--- config.mk ---
export PLATFORM = sky130hd
export DESIGN_NAME = fifo_drain_reader
export DESIGN_NICKNAME = d
export VERILOG_FILES = /design/src/rtl/fifo_drain_reader.sv
export SDC_FILE = /design/constraint.sdc
export NUM_CORES = 1
export LEC_CHECK = 0
export CAP_MARGIN = 40
export CORE_MARGIN = 8
export CORE_UTILIZATION = 55
export DETAILED_ROUTE_END_ITERATION = 7
export PLACE_DENSITY = 0.88
export SLEW_MARGIN = 30
export SYNTH_ARGS = -nofsm -noshare
export SYNTH_HDL_FRONTEND = slang
export SYNTH_SLANG_ARGS = --single-unit
--- constraint.sdc ---
create_clock -name clk -period 4 [get_ports clk]
set_clock_uncertainty 0.2 [all_clocks]
set_input_delay 0.6 -clock clk [delete_from_list [all_inputs] [get_ports clk]]
set_output_delay 0.6 -clock clk [all_outputs]
set_load 0.1 [all_outputs]
--- src/rtl/fifo_drain_reader.sv ---
// fifo_drain_reader: read-side controller for the synchronous FIFO.
// Issues fifo_rd_en, captures the word one cycle later into a small skid
// buffer, and presents the buffer head on a valid/ready stream.
// Optional statistics counters are enabled with `define FIFO_RD_STATS_EN.
module fifo_drain_reader #(
  parameter int DATA_WIDTH = 16,
  parameter int BUF_DEPTH  = 3
) (
  input  logic                  clk,
  input  logic                  rst,
  input  logic                  en,
  input  logic                  flush,
  output logic                  fifo_rd_en,
  input  logic [DATA_WIDTH-1:0] fifo_data_out,
  input  logic                  fifo_empty,
  input  logic                  fifo_underflow,
  output logic                  m_valid,
  output logic [DATA_WIDTH-1:0] m_data,
  input  logic                  m_ready,
  output logic                  busy,
  output logic                  err_underflow
`ifdef FIFO_RD_STATS_EN
  ,
  output logic [31:0]           rd_count,
  output logic [15:0]           uf_count
`endif
);

  localparam int OW = $clog2(BUF_DEPTH + 1);
  localparam int PW = (BUF_DEPTH > 1) ? $clog2(BUF_DEPTH) : 1;
  localparam logic [PW-1:0] PTR_LAST = PW'(BUF_DEPTH - 1);
  localparam logic [OW:0]   DEPTH_W  = (OW + 1)'(BUF_DEPTH);

  localparam logic [1:0] IDLE  = 2'd0;
  localparam logic [1:0] RUN   = 2'd1;
  localparam logic [1:0] DRAIN = 2'd2;

  logic [1:0]            state, state_nxt;
  logic [OW-1:0]         occ;
  logic                  inflight;
  logic [PW-1:0]         wr_ptr, rd_ptr;
  logic [DATA_WIDTH-1:0] mem [BUF_DEPTH];
  logic                  push, pop, uf_hit;

  // Reads are gated only by state and reserved buffer space, never by
  // m_ready, so the downstream ready path stays out of the FIFO read path.
  assign fifo_rd_en = (state == RUN) & ~fifo_empty & ~flush &
                      (({1'b0, occ} + (OW + 1)'(inflight)) < DEPTH_W);

  // A word returning during a flush is dropped along with the buffer.
  assign push    = inflight & ~fifo_underflow & ~flush;
  assign uf_hit  = inflight &  fifo_underflow & ~flush;
  assign m_valid = (occ != '0);
  assign pop     = m_valid & m_ready;
  // Head is forced to zero when empty so m_data reads 0 out of reset.
  assign m_data  = m_valid ? mem[rd_ptr] : '0;
  assign busy    = (state != IDLE) | m_valid | inflight;

  // Next-state: flush wins over everything, DRAIN exits once fully emptied.
  always_comb begin
    state_nxt = state;
    if (flush) begin
      state_nxt = IDLE;
    end else begin
      case (state)
        IDLE:    if (en) state_nxt = RUN;
        RUN:     if (!en) state_nxt = DRAIN;
        DRAIN: begin
          if (en)                              state_nxt = RUN;
          else if (!inflight && occ == '0)     state_nxt = IDLE;
        end
        default: state_nxt = IDLE;
      endcase
    end
  end

  // Control state: FSM, in-flight flag, occupancy, pointers, sticky error.
  always_ff @(posedge clk) begin
    if (rst) begin
      state         <= IDLE;
      inflight      <= 1'b0;
      occ           <= '0;
      wr_ptr        <= '0;
      rd_ptr        <= '0;
      err_underflow <= 1'b0;
    end else begin
      state    <= state_nxt;
      inflight <= fifo_rd_en;
      if (flush) begin
        occ           <= '0;
        wr_ptr        <= '0;
        rd_ptr        <= '0;
        err_underflow <= 1'b0;
      end else begin
        if (push && !pop)      occ <= occ + 1'b1;
        else if (pop && !push) occ <= occ - 1'b1;
        if (push) wr_ptr <= (wr_ptr == PTR_LAST) ? '0 : wr_ptr + 1'b1;
        if (pop)  rd_ptr <= (rd_ptr == PTR_LAST) ? '0 : rd_ptr + 1'b1;
        if (uf_hit) err_underflow <= 1'b1;
      end
    end
  end

  // Skid buffer storage; contents are qualified by occ so no reset needed.
  always_ff @(posedge clk) begin
    if (push) mem[wr_ptr] <= fifo_data_out;
  end

`ifdef FIFO_RD_STATS_EN
  // Delivery and underflow counters; cleared by rst only, not by flush.
  always_ff @(posedge clk) begin
    if (rst) begin
      rd_count <= '0;
      uf_count <= '0;
    end else begin
      if (pop) rd_count <= rd_count + 32'd1;
      if (uf_hit && uf_count != 16'hFFFF) uf_count <= uf_count + 16'd1;
    end
  end
`endif

endmodule

==> metrics.cfg, run 1 <==
[final_layout]
mostFrequentLayoutCells = edfxtp_1 (48), clkdlybuf4s50_1 (24), nor2_1 (20), buf_4 (20), mux2i_1 (16)
synthToLayoutAreaGrowth_pct = 26.75
n_antenna_cell = 0
fin_nets = 237
fin_area_um2 = 3035
final_util_pct = 71.19
drive_gt1_share_pct = 22.33
fillCellCount = 274
final_common_cell = edfxtp_1

[cts]
cts.htree.levels = 3
post_cts_resized = 0
clockBufferDepth = 2
post_cts_buffers = 0
cts.clk_slew.worst_paths_ns = 0.06
insertion_delay_ns = 0.33
tritoncts = done
cts_inserted_buffers = 9
root_buffer = clkbuf_8
clock_sinks = 60
postCtsHoldBufs = 0

[floorplan]
die-area_um2 = 6722
start_util_pct = 56.16
pin_count = 43
dieWidth_um = 81.99
row_count = 24
placeableCoreArea_um2 = 4264
die_height_um = 81.99

[sta]
finalSetupViolations = 0
period_share_pct = 71.91
finalHoldViolCount = 0
rsz0062_at_grt = false
setup_tns_ns = 0
fmax_mhz = 347.7
fin_crit_ns = 2.876
slew_viol_final = 0
slew_headroom_pct = 49.63
tightest_slew_ns = 0.7545

[synthesis]
syn-num-nets = 183
syn_area_um2 = 2395
synth-seq-cells = 60
synth_edf_count = 48
synth.avg_cell_area_um2 = 15.25
syn_inst = 157
synth_cell_type_count = 29
ys_warn_count = 0
ys.flop_type = edfxtp_1
seq_area_frac_synth_pct = 70.22
async_reset_ff_share_pct = 0

[setup_path]
cp_max_fo = 6
path_class = reg -> out
endpoint_kind = output port
reg2reg_slack_ns = 2.02
r2r-end = mem[1][6]
cp-start-kind = flip-flop
crit_required_ns = 3.20
reg2reg_from = inflight
critPathArrivalTime_ns = 2.08
r2r_cells = 3

[route]
antenna_left = 0
drtPass1Iterations = 4
drt-wirelength-per-cell_um = 17.20
drt-total-wl_um = 4593
drtIter0Drc = 141
drt_drc_violations_left = 0
avgViaCountPerCell = 5.311
vias = 1418

[min_path]
worstHoldStart = rd_ptr[0]
min_path_type = reg -> reg
hold_path_end = rd_ptr[0]
hold_depth = 2

[place]
dp_hpwl_um = 3220
port_buffers = 42
place.gp.congestion = 0.6682
place_area_um2 = 2875

[global_route]
grt_pass1_vias = 1570
antenna_found_initial = 0
globalRouteOverflowTotal = 0
grt_pass1_wl_um = 7521
track_usage_pct = 15.17
grt_max_degree = 18

[flow_run]
drv_cap = 0

[run_status]
status = finished, final reports clean

[power]
power_w = 0.001147
ir_worst_vdd_v = 0.0002039
power_density_nw_per_um2 = 378.0
leakage_nw = 1.080

cell families (layout without fill, tap and decap cells):
kind of cell    count (synthesis)  in the layout  share of synthesized area (%)
flops                          60             60                          70.22
mux                            32             32                          14.21
buf+inv                         7             65                          1.463
xor+xnor                        2              2                         0.7316
fa+ha+maj                       3              3                          1.568
compound gates                  9              9                          2.194
simple gates                   44             44                          9.614
routing by layer:
metal  wire length (um)  GRT usage [%]  share of wire, %  up-vias
met1               1894          17.74                41      671
met2               2253          23.91                49       52
li1                   -              -                 -      686
met3                350          6.674               7.6        9
met4                 95          6.316               2.1        0
met5                  0              0                 0        -
synth_stat cells (3+ instances only):
| cell type | number | area [um2] |
|---|---|---|
| dfxtp_1 | 12 | 240.2 |
| mux2_2 | 6 | 67.56 |
| nand2_1 | 5 | 18.77 |
| mux2_1 | 10 | 112.6 |
| a21oi_1 | 4 | 20.02 |
| mux2i_1 | 16 | 160.2 |
| edfxtp_1 | 48 | 1441 |
| or3_1 | 4 | 25.02 |
| buf_2 | 4 | 20.02 |
| nor2_1 | 21 | 78.83 |
| ha_1 | 3 | 37.54 |
worst max path at each step:
stage | startpoint | endpoint
2_1_floorplan | occ[0] | fifo_rd_en
3_3_place_gp | flush | mem[1][11]
3_5_place_dp | flush | mem[1][11]
4_1_cts | occ[0] | busy
5_1_grt | flip-flop | m_data[4]
6_report | occ[0] | busy
where the power goes:
part / internal [W] / leakage [nW] / switching [W]
Clock: 0.000215 / 0.0780 / 0.000210
Combinational: 0.0000254 / 0.474 / 0.0000224
Sequential: 0.000674 / 0.528 / 0.000000812
Total: 0.000914 / 1.08 / 0.000234
registers in the layout, summed over array words and instances (netlist names), named ones only:
| register | flops |
|---|---|
| mem | 48 |
| occ | 2 |
| state | 2 |
| wr_ptr | 2 |
| err_underflow | 1 |
| inflight | 1 |
| rd_ptr | 2 |
cell type report:
| type | instances | area [um2] | share of cell area, % |
|---|---|---|---|
| clock buffers | 11 | 131.4 | 4.328 |
| multi-input cells | 90 | 685.7 | 22.59 |
| well taps | 52 | 65.06 | 2.143 |
| inverters | 2 | 7.507 | 0.2473 |
| clock inverters | 4 | 17.52 | 0.5771 |
| repair buffers | 48 | 446.7 | 14.72 |
| flip-flops and latches | 60 | 1682 | 55.40 |
critical path, cell delays in order (launching register included):
cell	delay, ns
dfxtp_1	0.38
or3_1	0.40
or3_1	0.31
clkdlybuf4s50_1	0.46
buf_8	0.19
metrics by stage:
| step | std cells | setup slack [ns] | hold slack (ns) |
|---|---|---|---|
| final | 267 | 1.124 | 0.2895 |
| after global placement | 248 | 1.175 | 0.2639 |
| after floorplan | 157 | 0.8144 | 0.2479 |
| after CTS | 266 | 1.119 | 0.2949 |
| after global routing | 267 | 1.004 | 0.3175 |
| after detailed placement | 251 | 1.104 | 0.2856 |
Power figures use the tool's default switching activity.
==> inputs of run 2 (changes only) <==
Settings changed: CORE_UTILIZATION 55 to 51, PLACE_DENSITY 0.88 to 0.83.
Clock period 4 ns to 2.8 ns, I/O delays scaled along.
==> metrics.cfg, run 2 (same netlist as run 1, synthesis figures left out) <==
[run_status]
status = finished, final reports clean

[cts]
cts.htree.levels = 3
cts_inserted_buffers = 9
clockBufferDepth = 2
cts.clk_slew.worst_paths_ns = 0.06
insertion_delay_ns = 0.32
post_cts_buffers = 0
clock_sinks = 60
tritoncts = done
post_cts_resized = 0
root_buffer = clkbuf_8
postCtsHoldBufs = 0

[route]
avgViaCountPerCell = 5.177
drt_drc_violations_left = 0
vias = 1403
drtPass1Iterations = 4
antenna_left = 0
drt-total-wl_um = 4616
drtIter0Drc = 160
drt-wirelength-per-cell_um = 17.03

[setup_path]
worstPathCellList = ha_1 > ha_1 > or3_2 > nor2_2 > buf_12
cp-start-kind = flip-flop
cp_max_fo = 6
crit_path_max_incr_delay_ns = 0.43
path_class = reg -> out
reg2reg_slack_ns = 0.84
crit_required_ns = 2.18
path_buf_inv = 1
cp_slowest_cell = or3_2
endpoint_kind = output port
crit_family = simple AND/OR/NAND/NOR gates
critPathArrivalTime_ns = 1.90
cp_common_cell = ha_1

[sta]
layout_setup_ws_ns = 0.2820
period_share_pct = 89.93
setup_tns_ns = 0
tightest_slew_ns = 0.7248
slew_headroom_pct = 51.63
finalSetupViolations = 0
slew_viol_final = 0
fin_crit_ns = 2.518
finalHoldViolCount = 0
rsz0062_at_grt = false
fmax_mhz = 397.1

[global_route]
grt_pass1_vias = 1521
grt_max_degree = 18
track_usage_pct = 14.38
grt_pass1_wl_um = 7762
antenna_found_initial = 0
globalRouteOverflowTotal = 0

[flow_run]
drv_cap = 0

[floorplan]
die-area_um2 = 7144
die_height_um = 84.53
placeableCoreArea_um2 = 4629
pin_count = 43
row_count = 25
start_util_pct = 51.73
dieWidth_um = 84.53

[place]
port_buffers = 42
place_ws_ns = 0.3038
place.gp.congestion = 0.7677
dp_hpwl_um = 3243

[power]
ir_worst_vdd_v = 0.0004487
power_density_nw_per_um2 = 543.9
leakage_nw = 1.152

[final_layout]
final_common_cell = edfxtp_1
fillCellCount = 284
synthToLayoutAreaGrowth_pct = 37.36
multi_input_area_um2 = 688.2
n_antenna_cell = 0
top_register = mem
fin_nets = 238
mostFrequentLayoutCells = edfxtp_1 (48), clkdlybuf4s50_1 (22), nor2_1 (19)
regArea_um2 = 1682
largest_reg_flops = 48
drive_gt1_share_pct = 24.42

[min_path]
min_path_type = reg -> reg

run 2: changes by cell type in the layout (fill, tap and decap cells not counted), sizes merged:
cell and delta:
buf +3, bufinv +1, clkdlybuf4s50 -2, clkinv -3, clkbuf +3
run 2: layer usage:
metal	share of wire [%]	vias to the layer above	global-route usage, %
met1	41	662	16.38
met5	0	-	0
met4	2.5	0	9.709
li1	-	687	-
met3	6.8	11	5.171
met2	50	43	22.19
run 2: worst paths after layout:
| check | endpoint | startpoint | depth (start not counted) |
|---|---|---|---|
| worst max-delay path | fifo_rd_en | occ[0] | 5 |
| worst min-delay path | err_underflow | err_underflow | 2 |
| worst max register to register | occ[1] | inflight | 5 |
| worst min register to register | err_underflow | err_underflow | 2 |
run 2: power by group:
part	switching (W)	internal (W)
registers	0.00000106	0.000962
clock network	0.000300	0.000458
logic	0.0000322	0.0000359
total	0.000333	0.00146
run 2: layout make-up:
cell class                 instances  share of cell area, %
sequential                        60                  51.12
multi-input combinational         90                  20.92
timing repair buffer              49                  19.70
clock buffer                      14                  4.945
tap                               54                  2.054
clock inverter                     2                  1.027
inverter                           2                 0.2282
run 2: worst min-delay path, cell delays in order (launching register included):
cell and delay (ns):
dfxtp_1 0.33, a21oi_1 0.05, nor2_1 0.08
run 2: per-stage QoR:
| stage | cell area [um2] | total power (W) | hold slack (ns) | instances | utilization (%) |
|---|---|---|---|---|---|
| after global placement | 3090 | 0.001048 | 0.2623 | 255 | 66.76 |
| after floorplan | 2397 | 0.001004 | 0.2479 | 157 | - |
| final | 3289 | 0.001789 | 0.2886 | 271 | 71.05 |
| after global routing | 3289 | 0.001851 | 0.3260 | 271 | 71.05 |
| after CTS | 3289 | 0.001808 | 0.2892 | 271 | 71.05 |
| after detailed placement | 3093 | 0.001051 | 0.2713 | 255 | 66.81 |
==> inputs of run 3 (changes only) <==
Settings changed: CORE_UTILIZATION 51 to 60, DONT_BUFFER_PORTS from default to 1, PLACE_DENSITY 0.83 to 0.81.
==> metrics.cfg, run 3 (same netlist as run 1, synthesis figures left out) <==
[run_status]
status = finished, final reports clean

[floorplan]
dieWidth_um = 79.18
row_count = 23
pin_count = 43
start_util_pct = 61.19
placeableCoreArea_um2 = 3914
die-area_um2 = 6269
die_height_um = 79.18

[final_layout]
fillCellCount = 226
drive_gt1_share_pct = 33.64
fin_nets = 235
final_util_pct = 78.42
top_register = mem
mostFrequentLayoutCells = edfxtp_1 (48), buf_4 (26), nor2_2 (18), dlygate4sd3_1 (18), mux2i_1 (16)
synthToLayoutAreaGrowth_pct = 28.16
n_antenna_cell = 0
final_common_cell = edfxtp_1
largest_reg_flops = 48

[route]
m1WireLength_um = 1940
antenna_left = 0
drtIter0Drc = 98
route.met3.wl_um = 290
drt-wirelength-per-cell_um = 18.73
drt_drc_violations_left = 0
vias = 1441
met2_length_um = 2617
avgViaCountPerCell = 5.458
drt-total-wl_um = 4944
drtPass1Iterations = 4
top_layer = met4

[power]
ir_worst_vdd_v = 0.0005995
leakage_nw = 1.092
power_density_nw_per_um2 = 568.9
power_w = 0.001746

[place]
port_buffers = 0
dp_hpwl_um = 3093
place.gp.congestion = 0.8189
place_ws_ns = 0.5611

[global_route]
grt_pass1_wl_um = 7797
antenna_found_initial = 0
grt_pass1_vias = 1598
grt_max_degree = 14
globalRouteOverflowTotal = 0
track_usage_pct = 17.04

[sta]
fin_crit_ns = 2.588
period_share_pct = 92.42
slew_headroom_pct = 65.19
setup_tns_ns = 0
layout_setup_ws_ns = 0.2124
finalHoldViolCount = 0
rsz0062_at_grt = false
tightest_slew_ns = 0.5215
fmax_mhz = 386.5
slew_viol_final = 0
finalSetupViolations = 0

[min_path]
hold_path_end = err_underflow
hold_depth = 2
min_path_type = in -> reg
worstHoldStart = fifo_underflow

[setup_path]
path_depth = 5
worstPathCellList = buf_4 > mux2_1 > mux2i_1 > nor2_2 > buf_4
crit_path_max_incr_delay_ns = 0.51
critPathArrivalTime_ns = 1.97
cp_common_cell = buf_4
crit_family = multiplexers
path_class = reg -> out
r2r_cells = 3
reg2reg_slack_ns = 0.78
endpoint_kind = output port
crit_required_ns = 2.18
path_buf_inv = 2
r2r-end = mem[1][10]
reg2reg_from = inflight
cp_max_fo = 10
cp_slowest_cell = dfxtp_1
cp-start-kind = flip-flop

[cts]
cts.htree.levels = 3
cts_inserted_buffers = 9
cts.clk_slew.worst_paths_ns = 0.06
insertion_delay_ns = 0.33
clock_sinks = 60
root_buffer = clkbuf_8
clockBufferDepth = 2
tritoncts = done
post_cts_resized = 0

[flow_run]
drv_cap = 0

## run 3: cell count changes in the layout (fill, tap and decap cells not counted)
cell             change
buf_8                +2
buf_4               +17
clkinvlp_4           +1
clkdlybuf4s50_1     -22
nor2_1              -16
clkinv_2             +3
clkbuf_8             -2
buf_12              -18
dlygate4sd3_1       +18
nor2_2              +16
clkinv_1             -1
clkbuf_1             -1
## run 3: final cells by class
class,count,area (um2),share of cell area [%]
multi-input combinational,90,728.2,23.73
timing repair buffer,46,405.4,13.21
clock inverter,5,52.55,1.712
tap,50,62.56,2.038
sequential,60,1682,54.79
clock buffer,11,131.4,4.280
inverter,2,7.507,0.2446
## run 3: worst max path at each step
stage                    from    endpoint  slack (ns)
floorplan           flip-flop  m_data[10]        0.07
global placement    flip-flop   m_data[5]        0.60
finish              flip-flop  m_data[12]        0.21
detailed placement  flip-flop  m_data[12]        0.56
global route        flip-flop  m_data[12]        0.09
CTS                 flip-flop  m_data[12]        0.19
## run 3: per-stage QoR
stage	hold slack, ns	instances	area (um2)
after floorplan	0.2479	157	2397
after global placement	0.2666	228	2675
after detailed placement	0.2697	230	2705
after CTS	0.02913	264	3069
after global routing	0.03184	264	3069
final	0.04708	264	3069
## run 3: repair_timing
action                                 in CTS  in global routing
hold buffers                               18                  0
buffers inserted                            0                  0
endpoints found under the hold margin      50                  0
## run 3: power by group
part | internal (W) | total, W | switching (W) | leakage, nW
clock | 0.000407 | 0.000726 | 0.000319 | 0.0931
combinational | 0.0000253 | 0.0000570 | 0.0000317 | 0.471
sequential | 0.000962 | 0.000963 | 0.00000104 | 0.528
## run 3: layer usage
layer | global-route usage, % | up-vias
li1 | - | 684
met1 | 17.23 | 714
met2 | 28.68 | 35
met3 | 6.885 | 8
met4 | 10.74 | 0
met5 | 0 | -
